### config.mk
export PLATFORM = sky130hd
export DESIGN_NAME = vend_change_payout
export DESIGN_NICKNAME = d
export VERILOG_FILES = /design/src/rtl/vend_pkg.sv /design/src/rtl/vend_inv_counter.sv /design/src/rtl/vend_change_payout.sv
export SDC_FILE = /design/constraint.sdc
export NUM_CORES = 1
export LEC_CHECK = 0
export CORE_AREA = 2 2 64 66
export CTS_CLUSTER_DIAMETER = 30
export DETAILED_ROUTE_END_ITERATION = 6
export DIE_AREA = 0 0 66 68
export GPL_ROUTABILITY_DRIVEN = 0
export GPL_TIMING_DRIVEN = 0
export PLACE_DENSITY_LB_ADDON = 0.3
export SLEW_MARGIN = 20
export SYNTH_ARGS = -nofsm -noshare
export SYNTH_HDL_FRONTEND = slang
export SYNTH_SLANG_ARGS = --single-unit
### constraint.sdc
create_clock -name clk -period 6.2 [get_ports clk]
set_clock_uncertainty 0.2 [all_clocks]
set_input_delay 0.62 -clock clk [delete_from_list [all_inputs] [get_ports clk]]
set_output_delay 0.62 -clock clk [all_outputs]
set_load 0.02 [all_outputs]
### src/rtl/vend_pkg.sv
// Shared definitions for the vending-machine change-payout slice.
//   - coin codes driven by the payout FSM
//   - payout FSM state encodings
//   - UNIT_RS: rupee value of one request unit
//   - coin_units(): request units credited when a coin is acknowledged
package vend_pkg;

  localparam int UNIT_RS = 5;

  typedef enum logic [1:0] {
    COIN_NONE = 2'b00,
    COIN_5    = 2'b01,
    COIN_10   = 2'b10
  } coin_e;

  typedef enum logic [2:0] {
    ST_IDLE     = 3'd0,
    ST_SELECT   = 3'd1,
    ST_EJECT    = 3'd2,
    ST_WAIT_ACK = 3'd3,
    ST_DONE     = 3'd4,
    ST_FAULT    = 3'd5
  } payout_state_e;

  // Units of UNIT_RS removed from the remainder when a coin is acknowledged.
  function automatic logic [1:0] coin_units(input coin_e coin);
    case (coin)
      COIN_10: coin_units = 2'd2;
      COIN_5:  coin_units = 2'd1;
      default: coin_units = 2'd0;
    endcase
  endfunction

endpackage

### src/rtl/vend_inv_counter.sv
// Saturating up/down hopper inventory counter.
// Ports:
//   clk, rst  clock / async active-high reset (loads INIT)
//   inc       +1 coin (refill); saturates at all-ones
//   dec       -1 coin (ejected); holds at zero
//   count     current registered count
// inc and dec together leave the count unchanged.
module vend_inv_counter #(
  parameter int W    = 8,
  parameter int INIT = 20
) (
  input  logic         clk,
  input  logic         rst,
  input  logic         inc,
  input  logic         dec,
  output logic [W-1:0] count
);

  logic [W-1:0] count_next;

  // Next-count selection with saturation at both ends.
  always_comb begin
    count_next = count;
    if (inc && !dec) begin
      if (count != {W{1'b1}}) begin
        count_next = count + W'(1);
      end else begin
        count_next = count;
      end
    end else if (dec && !inc) begin
      if (count != {W{1'b0}}) begin
        count_next = count - W'(1);
      end else begin
        count_next = count;
      end
    end else begin
      count_next = count;
    end
  end

  // Count register, reloaded with INIT on reset.
  always_ff @(posedge clk or posedge rst) begin
    if (rst) begin
      count <= W'(INIT);
    end else begin
      count <= count_next;
    end
  end

endmodule

### src/rtl/vend_change_payout.sv
// Change-payout controller: accepts a change request (in Rs5 units) over a
// valid/ready handshake and pays it greedily, Rs10 coins first and then Rs5,
// pulsing one hopper at a time and waiting for its ack before the next coin.
// Any amount that cannot be paid from stock is reported as payout_short.
// Ports:
//   clk, rst                 clock / async active-high reset
//   req_valid/req_ready      request handshake (ready only in IDLE)
//   req_amt                  change owed in Rs5 units
//   eject_5/eject_10         one-cycle coin drop pulses
//   hopper_ack               hopper confirms the coin dropped
//   refill_5/refill_10       +1 coin into the respective hopper
//   busy                     high in every state except IDLE
//   payout_done/payout_short completion pulse and unpaid remainder
//   inv_5/inv_10             hopper inventory counts
//   fault                    sticky ack-timeout flag
// Build option PAYOUT_TIMEOUT_EN: adds an ack watchdog of TIMEOUT_CYC cycles
// that parks the FSM in FAULT until reset. Without it fault is tied low.
module vend_change_payout
  import vend_pkg::*;
#(
  parameter int AMT_W       = 4,
  parameter int INV_W       = 8,
  parameter int INV5_INIT   = 20,
  parameter int INV10_INIT  = 20,
  parameter int TIMEOUT_CYC = 64
) (
  input  logic             clk,
  input  logic             rst,
  input  logic             req_valid,
  output logic             req_ready,
  input  logic [AMT_W-1:0] req_amt,
  output logic             eject_5,
  output logic             eject_10,
  input  logic             hopper_ack,
  input  logic             refill_5,
  input  logic             refill_10,
  output logic             busy,
  output logic             payout_done,
  output logic [AMT_W-1:0] payout_short,
  output logic [INV_W-1:0] inv_5,
  output logic [INV_W-1:0] inv_10,
  output logic             fault
);

  payout_state_e    state;
  logic [AMT_W-1:0] rem;
  coin_e            coin;

`ifdef PAYOUT_TIMEOUT_EN
  localparam int CNT_W = $clog2(TIMEOUT_CYC + 1);
  logic [CNT_W-1:0] wait_cnt;
`else
  assign fault = 1'b0;
`endif

  // The eject pulses are high exactly in the EJECT cycle, so they double as
  // the inventory decrement strobes.
  vend_inv_counter #(.W(INV_W), .INIT(INV5_INIT)) u_inv_5 (
    .clk   (clk),
    .rst   (rst),
    .inc   (refill_5),
    .dec   (eject_5),
    .count (inv_5)
  );

  vend_inv_counter #(.W(INV_W), .INIT(INV10_INIT)) u_inv_10 (
    .clk   (clk),
    .rst   (rst),
    .inc   (refill_10),
    .dec   (eject_10),
    .count (inv_10)
  );

  // Payout FSM with all outputs registered alongside the state.
  always_ff @(posedge clk or posedge rst) begin
    if (rst) begin
      state        <= ST_IDLE;
      rem          <= '0;
      coin         <= COIN_NONE;
      req_ready    <= 1'b1;
      busy         <= 1'b0;
      eject_5      <= 1'b0;
      eject_10     <= 1'b0;
      payout_done  <= 1'b0;
      payout_short <= '0;
`ifdef PAYOUT_TIMEOUT_EN
      fault        <= 1'b0;
      wait_cnt     <= '0;
`endif
    end else begin
      eject_5      <= 1'b0;
      eject_10     <= 1'b0;
      payout_done  <= 1'b0;
      payout_short <= '0;
      case (state)
        ST_IDLE: begin
          if (req_valid && req_ready) begin
            rem       <= req_amt;
            state     <= ST_SELECT;
            req_ready <= 1'b0;
            busy      <= 1'b1;
          end
        end
        ST_SELECT: begin
          // Rs10 only when at least two units remain, so it never overpays.
          if (rem == '0) begin
            state <= ST_DONE;
          end else if ((rem >= AMT_W'(2)) && (inv_10 != '0)) begin
            coin     <= COIN_10;
            eject_10 <= 1'b1;
            state    <= ST_EJECT;
          end else if (inv_5 != '0) begin
            coin    <= COIN_5;
            eject_5 <= 1'b1;
            state   <= ST_EJECT;
          end else begin
            state <= ST_DONE;
          end
        end
        ST_EJECT: begin
          state <= ST_WAIT_ACK;
`ifdef PAYOUT_TIMEOUT_EN
          wait_cnt <= '0;
`endif
        end
        ST_WAIT_ACK: begin
          if (hopper_ack) begin
            rem   <= rem - AMT_W'(coin_units(coin));
            state <= ST_SELECT;
          end
`ifdef PAYOUT_TIMEOUT_EN
          // The unacked coin is not credited: rem still includes it.
          else if (wait_cnt == CNT_W'(TIMEOUT_CYC - 1)) begin
            state        <= ST_FAULT;
            fault        <= 1'b1;
            payout_done  <= 1'b1;
            payout_short <= rem;
          end else begin
            wait_cnt <= wait_cnt + CNT_W'(1);
          end
`endif
        end
        ST_DONE: begin
          payout_done  <= 1'b1;
          payout_short <= rem;
          state        <= ST_IDLE;
          req_ready    <= 1'b1;
          busy         <= 1'b0;
        end
        ST_FAULT: begin
          // Parked until reset; ready stays low and busy stays high.
          state <= ST_FAULT;
        end
        default: begin
          state     <= ST_IDLE;
          req_ready <= 1'b1;
          busy      <= 1'b0;
        end
      endcase
    end
  end

endmodule

## Word level (Yosys, flattened, before mapping)

Index checks and enable logic that the tools add are counted.

| word-level totals | value |
|---|---|
| flip-flop bits (word level) | 34 |
| bits of input ports | 10 |
| output and inout port bits | 26 |
| word-level logic and storage cells | 94 |

| operators by class | value |
|---|---|
| magnitude comparators | 1 |
| mux-type cells | 35 |
| bitwise logic cells | 2 |
| eq/ne operators | 13 |
| reductions and logical operators | 27 |
| add/subtract/negate cells | 5 |

Operators with widths:

| operator | count |
|---|---|
| 2-to-1 mux 8 bit | 8 |
| adder 8 x 1 -> 8 bit, second input constant | 2 |
| != test 8 bit, second input constant | 2 |
| nonzero test 8 bit | 2 |
| subtractor 8 x 1 -> 8 bit, second input constant | 2 |
| 2-to-1 mux 3 bit | 5 |
| one-hot mux 3 bit (5 select lines) | 1 |
| 2-to-1 mux 4 bit | 3 |
| AND reduction 3 bit | 4 |
| nonzero test 2 bit | 6 |
| 2-to-1 mux 1 bit | 10 |
| 2-to-1 mux 2 bit | 4 |
| != test 2 bit, second input constant | 4 |
| one-hot mux 4 bit (2 select lines) | 1 |
| equality test 3 x 2 -> 1 bit, second input constant | 2 |
| equality test 3 bit, second input constant | 2 |
| logical AND 1 bit | 6 |
| greater-or-equal comparator 4 x 2 -> 1 bit, second input constant | 1 |
| zero test 1 bit | 4 |
| zero test 4 bit | 1 |
| one-hot mux 1 bit (2 select lines) | 2 |
| one-hot mux 2 bit (2 select lines) | 1 |
| AND reduction 2 bit | 2 |
| OR reduction 4 bit | 1 |
| other kinds (6) | 7 |

## Longest topological paths before layout

| logic depth | value |
|---|---|
| depth after elaboration | 7 |
| mapped depth | 8 |
| gate-level depth less buffers | 8 |

## By module

From an unflattened synthesis, not the netlist that was laid out.

| second synthesis, totals | value |
|---|---|
| cells, all modules | 224 |
| area total of the unflattened synthesis | 2,239.6 um^2 |

By module, submodules not included:

| module | seq. area each (um^2) | times used | area each (um^2) | cells an instance |
|---|---|---|---|---|
| vend_inv_counter | 202.7 | 2 | 643.1 | 67 |
| vend_change_payout | 451.7 | 1 | 953.4 | 90 |

## Worst setup path before layout

No wires, ideal clock.

| timing | value |
|---|---|
| path type | input port to flip-flop |
| from | input refill_10 |
| to | register u_inv_10.count[6] |
| data required time | 5.875 ns |
| library setup time | 0.125 ns |
| arrival | 2.041 ns |
| buffers on the path | 0 |
| slack | 3.835 ns |
| stages on the path | 7 |
| cell sequence | nand2_1 > fa_1 > a211oi_1 > o21bai_1 > a21oi_1 > xnor2_1 > mux2_2 |

| between the ends | value |
|---|---|
| longest elaborated chain between the ends | 4 |
| elaborated cells on any way between the ends | 8 |
| classes of those cells | eq/ne: 1; mux: 1; reduce/logical: 6 |

RTL lines:

| what | line | RTL |
|---|---|---|
| start: declaration | vend_change_payout.sv:36 | `input logic refill_10,` |
| zero test 1 bit | vend_inv_counter.sv:30 | `end else if (dec && !inc) begin` |
| logical AND 1 bit | vend_inv_counter.sv:30 |  |
| nonzero test 2 bit (no source line) | -- |  |
| AND reduction 3 bit (no source line) | -- |  |
| end signal: assignment | vend_inv_counter.sv:44 | `count <= W'(INIT);` |
| end signal: assignment | vend_inv_counter.sv:46 | `count <= count_next;` |
| end: declaration | vend_inv_counter.sv:16 | `output logic [W-1:0] count` |

Several ways; a longest one is shown, not always the timed one.
A chain may end at the register's enable or synchronous reset.

## Worst setup path after layout

| timing | value |
|---|---|
| from | input refill_5 |
| to | register u_inv_5.count[6] |

| between the ends | value |
|---|---|
| longest elaborated chain between the ends | 4 |
| elaborated cells on any way between the ends | 8 |
| classes of those cells | eq/ne: 1; mux: 1; reduce/logical: 6 |

RTL lines:

| what | line | RTL |
|---|---|---|
| start: declaration | vend_change_payout.sv:35 | `input logic refill_5,` |
| zero test 1 bit | vend_inv_counter.sv:30 |  |
| logical AND 1 bit | vend_inv_counter.sv:30 |  |
| nonzero test 2 bit (no source line) | -- |  |
| AND reduction 3 bit (no source line) | -- |  |
| end signal: assignment | vend_inv_counter.sv:44 |  |
| end signal: assignment | vend_inv_counter.sv:46 |  |
| end: declaration | vend_inv_counter.sv:16 |  |

Several ways; a longest one is shown, not always the timed one.

==> impl_results.md <==
* Post-synth EDFFs at 0
* Register bit total from synthesis at 34
* Max Clk Rate at 0.351 GHz
* Core area at 3860 µm²
* Clock latency on the worst-skew pair at 0.29 ns
* Number of global-route vias before repair at ~1.6k
* Prevailing post-synth register cell: dfrtp_1
* Worst R2R Start: eject_10
* Worst path max stage delay at 0.53 ns
* Syn Nets at 238
* Die height at 68 µm
* Final Critical Period at roughly 2.9 ns
* Total global routing overflow at 0
* WHS at 0.321 ns
* IO Count at 36
* DR DRC count at 0
* Gr usage total at 0.216
* Antenna violations before repair at 0
* Delay-heaviest family, CP: buffers and inverters
* R2R cell count at 8
* Post-synthesis cell type count at between 40 and 50
* Final core utilization at 0.687
* Path category of the worst min-delay check: flop to flop
* Share of cells above drive strength 1 at 0.138
* Dpl cell area at 2510 µm²
* Final hold viol count at 0
* Root buffer cell: clkbuf_8
* CTS Buffer Depth at 2
* Post-Syn Area at about 2100 µm²
* Critical path capture point type: flop
* GR met1 Demand/Resource at 0.278
* Post-Route WL at 4120 µm
* Critical path fanouts, max at 10
* Setup TNS at 0 ns
* Detailed-route via count at 1,660
* Count of warnings emitted by yosys at 0
* Final instance area at around 2600 µm²
* CP bufs+invs at 1
* CP endpoint: u_inv_5.count[6]
* Iter 0 DRT Violations at 80
* Met2 GRT Util at 0.356
* First-pass GRT wire length at 7400 µm
* Setup violators final at 0
* Via density per instance at 5.48
* Unrepaired setup endpoints after global routing: false
* H-tree Lvls at 2
* Met3 usage at 0.0543
* Final worst path period share at 0.460
* Crit path max-delay cell type: clkdlybuf4s50_1
* Leakage at between 1 and 1.5 nW
* Design Power at approximately 0.0016 W
* Fraction of registers with async set/reset at 1.00
* Worst-path clk slew at 0.08 ns
* Count of pins over their slew limit at 0
* Syn avg cell area at 9.99 µm²
* Starting density of the core at 0.546
* Cell Rows at 23
* # diodes at 0
* Status: complete, no violations
* Peak VDD IR at 263 µV
* CP Launch Type: input pin
* Cts repair resizes at 0
* Grt peak-use layer: met2
* Sequential share of the synthesized area at 0.407
* Post-CTS Hold Buffers at 0
* Post-DP HPWL at 2930 µm
* RR Endpoint: u_inv_10.count[6]
* Area Growth Syn to Fin at 25.7%
* Synth Instances at between 200 and 250
* Largest net degree at the start of global routing at 35
* Crit path launch: refill_5
* # port buffers at 34
* CTS tree: done
* Worst path cell trace: clkdlybuf4s50_1 > nand2_1 > fa_1 > a211oi_1 > o21bai_1 > a21oi_1 > xnor2_1 > mux2_2
* CTS buffer count at 5
* Die W at 66 µm
* Slew headroom at 0.546
* Nets at 279
* Setup Buffers After CTS at 0
* Clock tree sinks at 34
* Worst EP arrival at 2.83 ns
* Levels on crit path at 8
* Drt first pass iters at 4
* Die area at 4490 µm²
* Setup CP Type: input pin to flop
* Max_cap viols at 0
* DRT antenna net count at 0
* Tightest Pin Transition at 0.680 ns
* Avg WL per Cell at 13.6 µm
* Cell area power density at a little under 600 nW/µm²
* Worst Path Required at just over 6 ns
* R2R Setup Slk at 3.73 ns
[stage by stage]
stage	std cells	setup slack, ns
2_1_floorplan	211	3.83
3_3_place_gp	295	3.08
3_5_place_dp	295	3.05
4_1_cts	303	3.35
5_1_grt	303	3.14
6_report	303	3.35
[layout by cell type (no fill, tap or decap), types with 3 or more instances in the layout]
master | Yosys | layout
a21oi_1 | 17 | 17
nand4_1 | 5 | 5
xor2_1 | 3 | 3
nand2_1 | 19 | 19
clkdlybuf4s50_1 | 0 | 34
clkbuf_8 | 0 | 5
xnor2_1 | 9 | 9
mux2_2 | 11 | 11
nor4_1 | 3 | 3
inv_1 | 9 | 8
a211oi_1 | 4 | 4
fa_1 | 3 | 3
nor3_1 | 3 | 3
a211o_1 | 3 | 3
ha_1 | 14 | 14
nand3_1 | 3 | 3
and2_1 | 5 | 5
dfstp_2 | 5 | 5
nor2b_1 | 3 | 3
a21o_1 | 9 | 9
o21bai_1 | 3 | 3
dfrtp_1 | 29 | 29
o21ai_0 | 11 | 11
nor2_1 | 13 | 13
[cells by family after synthesis]
group	Yosys count	share of synthesized area
multiplexers	11	0.0588
buffers and inverters	13	0.0261
XOR/XNOR	12	0.0499
AND/OR/NAND/NOR	63	0.153
flip-flops	34	0.407
AO/OA/AOI/OAI	60	0.192
adder cells (fa/ha/maj)	17	0.112
other	1	0.00178
[registers in the layout, indices dropped and copies added (netlist names)]
signal and cells:
rem 4, eject_10 1, payout_short 4, coin 2, req_ready 1, eject_5 1, u_inv_5.count 8, busy 1
payout_done 1, u_inv_10.count 8, state 3
[Yosys cell counts, drive strengths merged, types with 2 or more instances]
cell type / n / share of area
dfrtp: 29 / 0.34
nand2: 19 / 0.034
a21oi: 18 / 0.048
ha: 14 / 0.083
nor2: 13 / 0.023
o21ai: 12 / 0.030
a21o: 11 / 0.040
mux2: 11 / 0.059
inv: 9 / 0.016
xnor2: 9 / 0.037
and2: 5 / 0.015
dfstp: 5 / 0.062
nand4: 5 / 0.015
a211oi: 4 / 0.014
nor4: 4 / 0.015
a211o: 3 / 0.012
buf: 3 / 0.0083
fa: 3 / 0.029
nand3: 3 / 0.0071
nor2b: 3 / 0.0089
nor3: 3 / 0.0071
o21bai: 3 / 0.011
o22ai: 3 / 0.012
xor2: 3 / 0.012
a22o: 2 / 0.0083
nand2b: 2 / 0.0059
nand3b: 2 / 0.0071
o21a: 2 / 0.0071
[power breakdown]
group / internal [W] / switching, W / total, W / leakage (nW)
clock: 0.000161 / 0.0000836 / 0.000245 / 0.0683
combinational: 0.000443 / 0.000443 / 0.000886 / 0.681
sequential: 0.000328 / 0.000112 / 0.000440 / 0.407
[per-layer routing]
metal,wire [µm],vias up
met5,0,-
met4,93,0
met3,164,11
met2,1990,36
met1,1870,769
li1,-,844
[area by class of cell]
class	count	area, µm²
flip-flops and latches	34	857
multi-input cells	164	1190
repair buffers	34	340
well taps	50	62.6
plain buffers	4	21.3
inverters	9	33.8
clock buffers	5	68.8
fillers	337	1210
clock inverters	3	68.8
[how the worst min path moves through the flow]
stage                 start              end  slack, ns  depth (start not counted)
floorplan           coin[1]          coin[1]       0.27                          1
global placement    coin[1]          coin[1]       0.29                          1
detailed placement  coin[1]          coin[1]       0.30                          1
CTS                 coin[1]          coin[1]       0.32                          1
global route         rem[0]  payout_short[0]       0.36                          1
finish              coin[1]          coin[1]       0.32                          1
(Power assumes the default switching activity.)
